**src/rtl/gerenciador_estados.sv**
```systemverilog
// Pet state controller: samples buttons over fixed windows and moves between
// IDLE, COMENDO, DORMINDO, DANDO_AULA and MORTO, with dwell counter and window tick.
module gerenciador_estados #(
    parameter int W         = 8,
    parameter int JANELA    = 4194304,
    parameter int TIMEOUT   = 16,
    parameter int HAB_MORTE = 1
) (
    input  logic         clk,
    input  logic         rst_n,
    input  logic         b1,
    input  logic         b2,
    input  logic [W-1:0] fome,
    input  logic [W-1:0] felicidade,
    input  logic [W-1:0] sono,
    output logic [3:0]   estado,
    output logic         tick,
    output logic [7:0]   tempo_estado
);

    localparam int CW = $clog2(JANELA);
    localparam logic [7:0] TO_M1 = (TIMEOUT == 0) ? 8'd0 : 8'(TIMEOUT - 1);

    typedef enum logic [3:0] {
        IDLE       = 4'b0000,
        DORMINDO   = 4'b0001,
        COMENDO    = 4'b0010,
        DANDO_AULA = 4'b0100,
        MORTO      = 4'b1000
    } estado_t;

    estado_t       r_estado;
    estado_t       w_prox;
    logic [CW-1:0] r_cnt;
    logic          r_p1;
    logic          r_p2;
    logic          r_tick;
    logic [7:0]    r_tempo;
    logic          w_fim;
    logic          w_a1;
    logic          w_a2;
    logic          w_morte;

    assign w_fim   = (r_cnt == CW'(JANELA - 1));
    // a press in the boundary cycle itself still belongs to the closing window
    assign w_a1    = r_p1 | b1;
    assign w_a2    = r_p2 | b2;
    assign w_morte = (HAB_MORTE != 0) &&
                     ((fome == '0) || (felicidade == '0) || (sono == '0));

    always_comb begin
        w_prox = r_estado;
        if (w_morte && (r_estado != MORTO)) begin
            w_prox = MORTO;
        end else begin
            case (r_estado)
                MORTO: begin
                    if (w_a1 && w_a2 && !w_morte) w_prox = IDLE;
                end
                IDLE: begin
                    if (w_a1 && w_a2) w_prox = DANDO_AULA;
                    else if (w_a1)    w_prox = COMENDO;
                    else if (w_a2)    w_prox = DORMINDO;
                end
                COMENDO, DORMINDO, DANDO_AULA: begin
                    if (w_a1 || w_a2)                           w_prox = IDLE;
                    else if ((TIMEOUT != 0) && (r_tempo == TO_M1)) w_prox = IDLE;
                end
                default: w_prox = IDLE;
            endcase
        end
    end

    always_ff @(posedge clk or negedge rst_n) begin
        if (!rst_n) begin
            r_cnt    <= '0;
            r_p1     <= 1'b0;
            r_p2     <= 1'b0;
            r_tick   <= 1'b0;
            r_estado <= IDLE;
            r_tempo  <= 8'd0;
        end else begin
            r_tick <= w_fim;
            if (w_fim) begin
                r_cnt    <= '0;
                r_p1     <= 1'b0;
                r_p2     <= 1'b0;
                r_estado <= w_prox;
                if (w_prox != r_estado)  r_tempo <= 8'd0;
                else if (r_tempo != 8'hFF) r_tempo <= r_tempo + 8'd1;
            end else begin
                r_cnt <= r_cnt + CW'(1);
                if (b1) r_p1 <= 1'b1;
                if (b2) r_p2 <= 1'b1;
            end
        end
    end

    assign estado       = r_estado;
    assign tick         = r_tick;
    assign tempo_estado = r_tempo;

endmodule
```
**config.mk**
```make
export PLATFORM = sky130hd
export DESIGN_NAME = gerenciador_estados
export DESIGN_NICKNAME = d
export VERILOG_FILES = /design/src/rtl/gerenciador_estados.sv
export SDC_FILE = /design/constraint.sdc
export NUM_CORES = 1
export LEC_CHECK = 0
export BUFFER_PORTS_ARGS = -buffer_cell sky130_fd_sc_hd__buf_2
export CAP_MARGIN = 10
export CORE_MARGIN = 2
export CORE_UTILIZATION = 55
export DETAILED_ROUTE_END_ITERATION = 16
export PLACE_DENSITY = 0.8
export SYNTH_ARGS = -nofsm -noshare
export SYNTH_HDL_FRONTEND = slang
export SYNTH_SLANG_ARGS = --single-unit
```
**constraint.sdc**
```tcl
create_clock -name clk -period 5.7 [get_ports clk]
set_input_delay 1.14 -clock clk [delete_from_list [all_inputs] [get_ports clk]]
set_output_delay 1.14 -clock clk [all_outputs]
set_load 0.05 [all_outputs]
```
== Yosys cells after proc, flatten, opt, wreduce, memory -nomap -nowiden ==
Index checks and enable logic that the tools add are counted.

* Flip-flop bits (word level): 37
* Logic and storage cells: 50
* Output and inout bits: 13
* Input bits: 28

* Muxes and demuxes: 15
* $add $sub $neg: 2
* Bitwise operators: 2
* Reductions and logical operators: 16
* Equality and inequality tests: 9

{| class="wikitable"
|+ Operators by type and width
! cell !! number
|-
| 2-to-1 mux 4 bit || 7
|-
| logical NOT 8 bit || 3
|-
| adder 22 x 1 -> 22 bit, second input constant || 1
|-
| equality test 22 bit, second input constant || 1
|-
| 2-to-1 mux 22 bit || 1
|-
| 2-to-1 mux 8 bit || 2
|-
| one-hot mux 4 bit (3 select lines) || 1
|-
| adder 8 x 1 -> 8 bit, second input constant || 1
|-
| equality test 8 x 4 -> 1 bit, second input constant || 1
|-
| != test 8 bit, second input constant || 1
|-
| nonzero test 2 bit || 3
|-
| equality test 4 x 1 -> 1 bit, second input constant || 1
|-
| equality test 4 x 2 -> 1 bit, second input constant || 1
|-
| equality test 4 x 3 -> 1 bit, second input constant || 1
|-
| equality test 4 bit, second input constant || 1
|-
| logical NOT 4 bit || 1
|-
| 2-to-1 mux 1 bit || 4
|-
| != test 4 bit || 1
|-
| != test 4 bit, second input constant || 1
|-
| logical AND 1 bit || 3
|-
| logical OR 1 bit || 3
|-
| OR reduction 3 bit || 1
|-
| bitwise OR 1 bit || 2
|-
| AND reduction 2 bit || 1
|-
| logical NOT 1 bit || 1
|}

== Logic depth before layout (Yosys ltp) ==
* Word-level depth: 11
* Mapped depth: 9
* Depth with buffers taken out: 9

== Worst setup path after synthesis ==
Ideal clock, no wire load.

* Path type: in2reg
* From: input port b2
* To: register r_tempo[4], in the netlist tempo_estado[4]
* Slack: 3243 ps
* Setup time: 100 ps
* Cell stages on the path: 7
* Data arrival time: 2358 ps
* Required time: 5600 ps
* Buffers on the path: 0
* Cell sequence: nor2_1 > o21ai_1 > a41o_1 > o31a_1 > nor2_2 > nor2_1 > a311oi_1

* Longest elaborated chain between the ends: 9
* Elaborated cells between the ends (all ways): 15
* Classes of those cells: eq/ne: 1; mux: 8; bitwise: 1; reduce/logical: 5

{| class="wikitable"
|+ RTL lines
! item !! line !! source
|-
| start: declaration || 12 || <nowiki>input logic b2,</nowiki>
|-
| bitwise OR 1 bit (*) || 47 || <nowiki>assign w_a2 = r_p2 | b2;</nowiki>
|-
| 2-to-1 mux 4 bit or logical AND 1 bit (tied branches) || 63, 58, 61 ||
|-
| 2-to-1 mux 4 bit or logical AND 1 bit (tied branches) || 62, 58 ||
|-
| 2-to-1 mux 4 bit, on equally long branches || 61, 58 ||
|-
| one-hot mux 4 bit (3 select lines) (*) || 56 || <nowiki>case (r_estado)</nowiki>
|-
| 2-to-1 mux 4 bit (*) || 53 || <nowiki>if (w_morte && (r_estado != MORTO)) begin</nowiki>
|-
| != test 4 bit (*) || 89 || <nowiki>if (w_prox != r_estado) r_tempo <= 8'd0;</nowiki>
|-
| nonzero test 2 bit (no source line) || n/a ||
|-
| AND reduction 2 bit (no source line) || n/a ||
|-
| end signal: assignment || 90 || <nowiki>else if (r_tempo != 8'hFF) r_tempo <= r_tempo + 8'd1;</nowiki>
|-
| end: declaration || 38 || <nowiki>logic [7:0] r_tempo;</nowiki>
|}

Every way passes the cells marked *; elsewhere a longest branch is shown, timed or not.
A chain may end at the register's enable or synchronous reset.

== Worst setup path after layout ==
* From: register r_cnt[0]
* To: register r_tempo[3], in the netlist tempo_estado[3]

* Longest elaborated chain between the ends: 2

{| class="wikitable"
|+ RTL lines
! item !! line !! source
|-
| start: declaration || 34 || <nowiki>logic [CW-1:0] r_cnt;</nowiki>
|-
| start signal: assignment || 92 || <nowiki>r_cnt <= r_cnt + CW'(1);</nowiki>
|-
| equality test 22 bit || 44 || <nowiki>assign w_fim = (r_cnt == CW'(JANELA - 1));</nowiki>
|-
| AND reduction 2 bit (no source line) || n/a ||
|}

No other way between the ends.

==> impl_metrics.csv <==
group,metric,value,unit
drt,route.met3.wl,234,microns
floorplanning,initial_core_util,0.582,
clock_tree,numCtsBuffers,5,
clock_tree,hold_buffers,0,
grt,gr-usage-all-layers,0.209,
power,irDropWorstVdd,151,uV
synthesis,synth_top_family_by_area,"simple AND/OR/NAND/NOR gates",
synthesis,synth_top_area_frac,0.469,
power,leakagePower,1.07,nW
clock_tree,cts_tree,"built",
layout,nFillCells,281,
sta,worst_pin_slew,0.785,ns
synthesis,synth.yosys.seq_area_share,0.469,
grt,antenna_found_initial,0,
layout,antenna_cells,0,
min_path,min_to,"estado[0]",
sta,period_minus_slack,2.46,ns
clock_tree,post_cts_resized,0,
synthesis,synthCells,208,
floorplanning,die_x,63.9,microns
synthesis,synthAdderAreaFrac,0.0127,
drt,vias_per_cell,5.70,
clock_tree,clock-sinks,37,
drt,ant_nets,0,
floorplanning,die_h,63.9,microns
synthesis,ys_top_cells_by_area,"dfrtp_1, nand3_1, xnor2_1",
place,place_area,2220,sq um
layout,final_cell_mix,"buf_2, dfrtp_1, nand2_1",
clock_tree,clk_latency,0.35,ns
layout,syn2layout_area_growth,15.5,%
clock_tree,clkTransAtPathRegs,0.12,ns
synthesis,synth_xor_area_frac,0.0888,
synthesis,synthSimpleGateAreaFrac,0.299,
sta,grt_setup_unrepaired,"false",
min_path,holdPathStages,1,
synthesis,synth_cell_types,43,
place,routabilityCongestion,0.872,
drt,drt_first_pass_iters,4,
setup_path,cp.required,5.98,ns
synthesis,synth_compound_gate_area_share,0.110,
setup_path,cpLargestDelayFamily,"simple AND/OR/NAND/NOR gates",
grt,grt_pass1_wl,6820,microns
setup_path,critPathKind,"reg -> reg",
layout,finalNetCount,282,
grt,grt_pass1_vias,1571,
grt,grt_max_degree,38,
setup_path,crit_slowest_cell,"and3_1",
floorplanning,die_area,4080,sq um
setup_path,crit-reg2reg-launch,"r_cnt[0]",
synthesis,synth_area,1970,sq um
setup_path,crit_buf_inv,0,
setup_path,crit_path_end_kind,"flop",
clock_tree,clockBufferDepth,2,
synthesis,synth_fp_nets,238,
clock_tree,cts_setup_buffers,0,
sta,max_freq,406,MHz
drt,vias,1703,
drt,wl_met2,1790,microns
sta,finalSetupViolations,0,
floorplanning,core_region_area,3390,sq um
place,numPortBuffers,40,
setup_path,rrSetupSlack,3.24,ns
sta,post-route-period-util,0.432,
synthesis,avgSynthCellArea,9.49,sq um
sta,maxSlewHeadroom,0.476,
layout,final_common_cell,"buf_2",
grt,grt_overflow,0,
setup_path,crit_fanout,16,
floorplanning,fp-row-count,21,
synthesis,yosys_warnings,0,
sta,finClkSkew,0.0131,ns
sta,fin_setup_tns,0,ns
layout,drive_gt1_frac,0.225,
clock_tree,cts_root_buffer,"clkbuf_4",
setup_path,cp_data_arrival_time,2.74,ns
floorplanning,io_pins,41,
drt,wl_per_cell,13.2,microns
sta,finalHoldViolations,0,
setup_path,cp_slowest_stage_delay,0.68,ns
outcome,run_status,"finished clean",
power,powerDensity,187,nW/um^2
drt,wl,3960,microns
setup_path,r2r_cells,6,
drt,route.detailed.drc,0,
clock_tree,htree_levels,2,
drt,drtIter0Drc,193,
job,maxCapViolations,0,
setup_path,startpoint_type,"flop",
setup_path,cp_cell_sequence,"ha_1, nand4_2, nor3_1, and3_1, nand4b_1, nand3_1",
sta,slew_violations,0,
min_path,hp-class,"reg -> reg",
synthesis,ys_ff_latch,37,
place,dp_hpwl,2880,microns
synthesis,muxShareOfSynthArea,0,
layout,fin_area,2280,sq um
synthesis,yosys.area.top_type,"dfrtp_1",
drt,wl_met1,1890,microns
min_path,hold_start,"r_p1",
setup_path,r2r-end,"tempo_estado[3]",
drt,highest_layer,"met4",
==> worst max-delay path by stage <==
stage,startpoint,endpoint,slack (ns),depth (start not counted)
final,r_cnt[0],tempo_estado[3],3.24,6
after global routing,r_cnt[0],tempo_estado[3],3.02,6
after CTS,r_cnt[0],tempo_estado[2],3.21,6
after detailed placement,b2,tempo_estado[4],2.94,8
after global placement,b2,tempo_estado[4],2.98,8
after floorplan,b2,tempo_estado[4],3.24,7
==> registers in the layout, indices dropped and copies added (netlist names) <==
register      cells
r_p1              1
estado            4
tempo_estado      8
tick              1
r_p2              1
r_cnt            22
==> cells by family after synthesis <==
| group | count (synthesis) |
|---|---|
| AOI/OAI and AO/OA | 32 |
| xor gates and xnor gates | 20 |
| adders and majority gates | 2 |
| buffers and inverters | 9 |
| DFF | 37 |
| and+or+nand+nor | 108 |
==> routing by layer <==
metal  vias to the layer above  GRT usage
met5                         -          0
met4                         0     0.0571
met3                         7     0.0511
met2                        47      0.327
met1                       799      0.290
li1                        850          -
==> report_power, final <==
group | internal (mW) | switching (mW)
clock | 0.0488 | 0.0909
sequential | 0.263 | 0.000865
combinational | 0.00956 | 0.0124
==> cells in the mapped netlist <==
cell type / instances
a211o_1: 2
a21oi_1: 4
a22o_1: 2
a311oi_1: 1
a31oi_1: 1
a41o_1: 1
a41oi_1: 1
and2_1: 2
and3_1: 7
and4_1: 2
buf_2: 1
clkbuf_1: 2
clkinv_1: 1
clkinv_4: 1
dfrtp_1: 37
ha_1: 2
inv_1: 3
inv_2: 1
nand2_1: 21
nand2b_1: 2
nand3_1: 20
nand3_4: 1
nand4_1: 5
nand4_2: 2
nand4b_1: 2
nor2_1: 20
nor2_2: 1
nor3_1: 7
nor3_2: 1
nor3_4: 1
nor4_1: 10
nor4bb_1: 1
o211ai_1: 2
o21ai_0: 3
o21ai_1: 9
o31a_1: 1
o31ai_1: 3
o31ai_2: 1
o41ai_1: 1
or2_1: 1
or3_1: 2
xnor2_1: 10
xor2_1: 10
==> per-stage QoR <==
step / std cells / util / hold WS [ns] / setup WS (ns) / power (mW)
after floorplan: 208 / - / 0.437 / 3.24 / 0.276
after global placement: 291 / 0.654 / 0.451 / 2.98 / 0.291
after detailed placement: 291 / 0.654 / 0.460 / 2.94 / 0.291
after CTS: 299 / 0.672 / 0.460 / 3.21 / 0.431
after global routing: 299 / 0.672 / 0.475 / 3.02 / 0.446
final: 299 / 0.672 / 0.467 / 3.24 / 0.425
==> cell type report <==
type                            instances  area, sq um  share of cell area
Sequential cell                        37          926               0.406
Multi-Input combinational cell        162         1010               0.442
Clock inverter                          3         22.5             0.00988
Timing Repair Buffer                   40          200              0.0879
Tap cell                               46         57.6              0.0253
Clock buffer                            5         37.5              0.0165
Inverter                                6         27.5              0.0121
No activity file was read; power rests on OpenSTA's default activity.
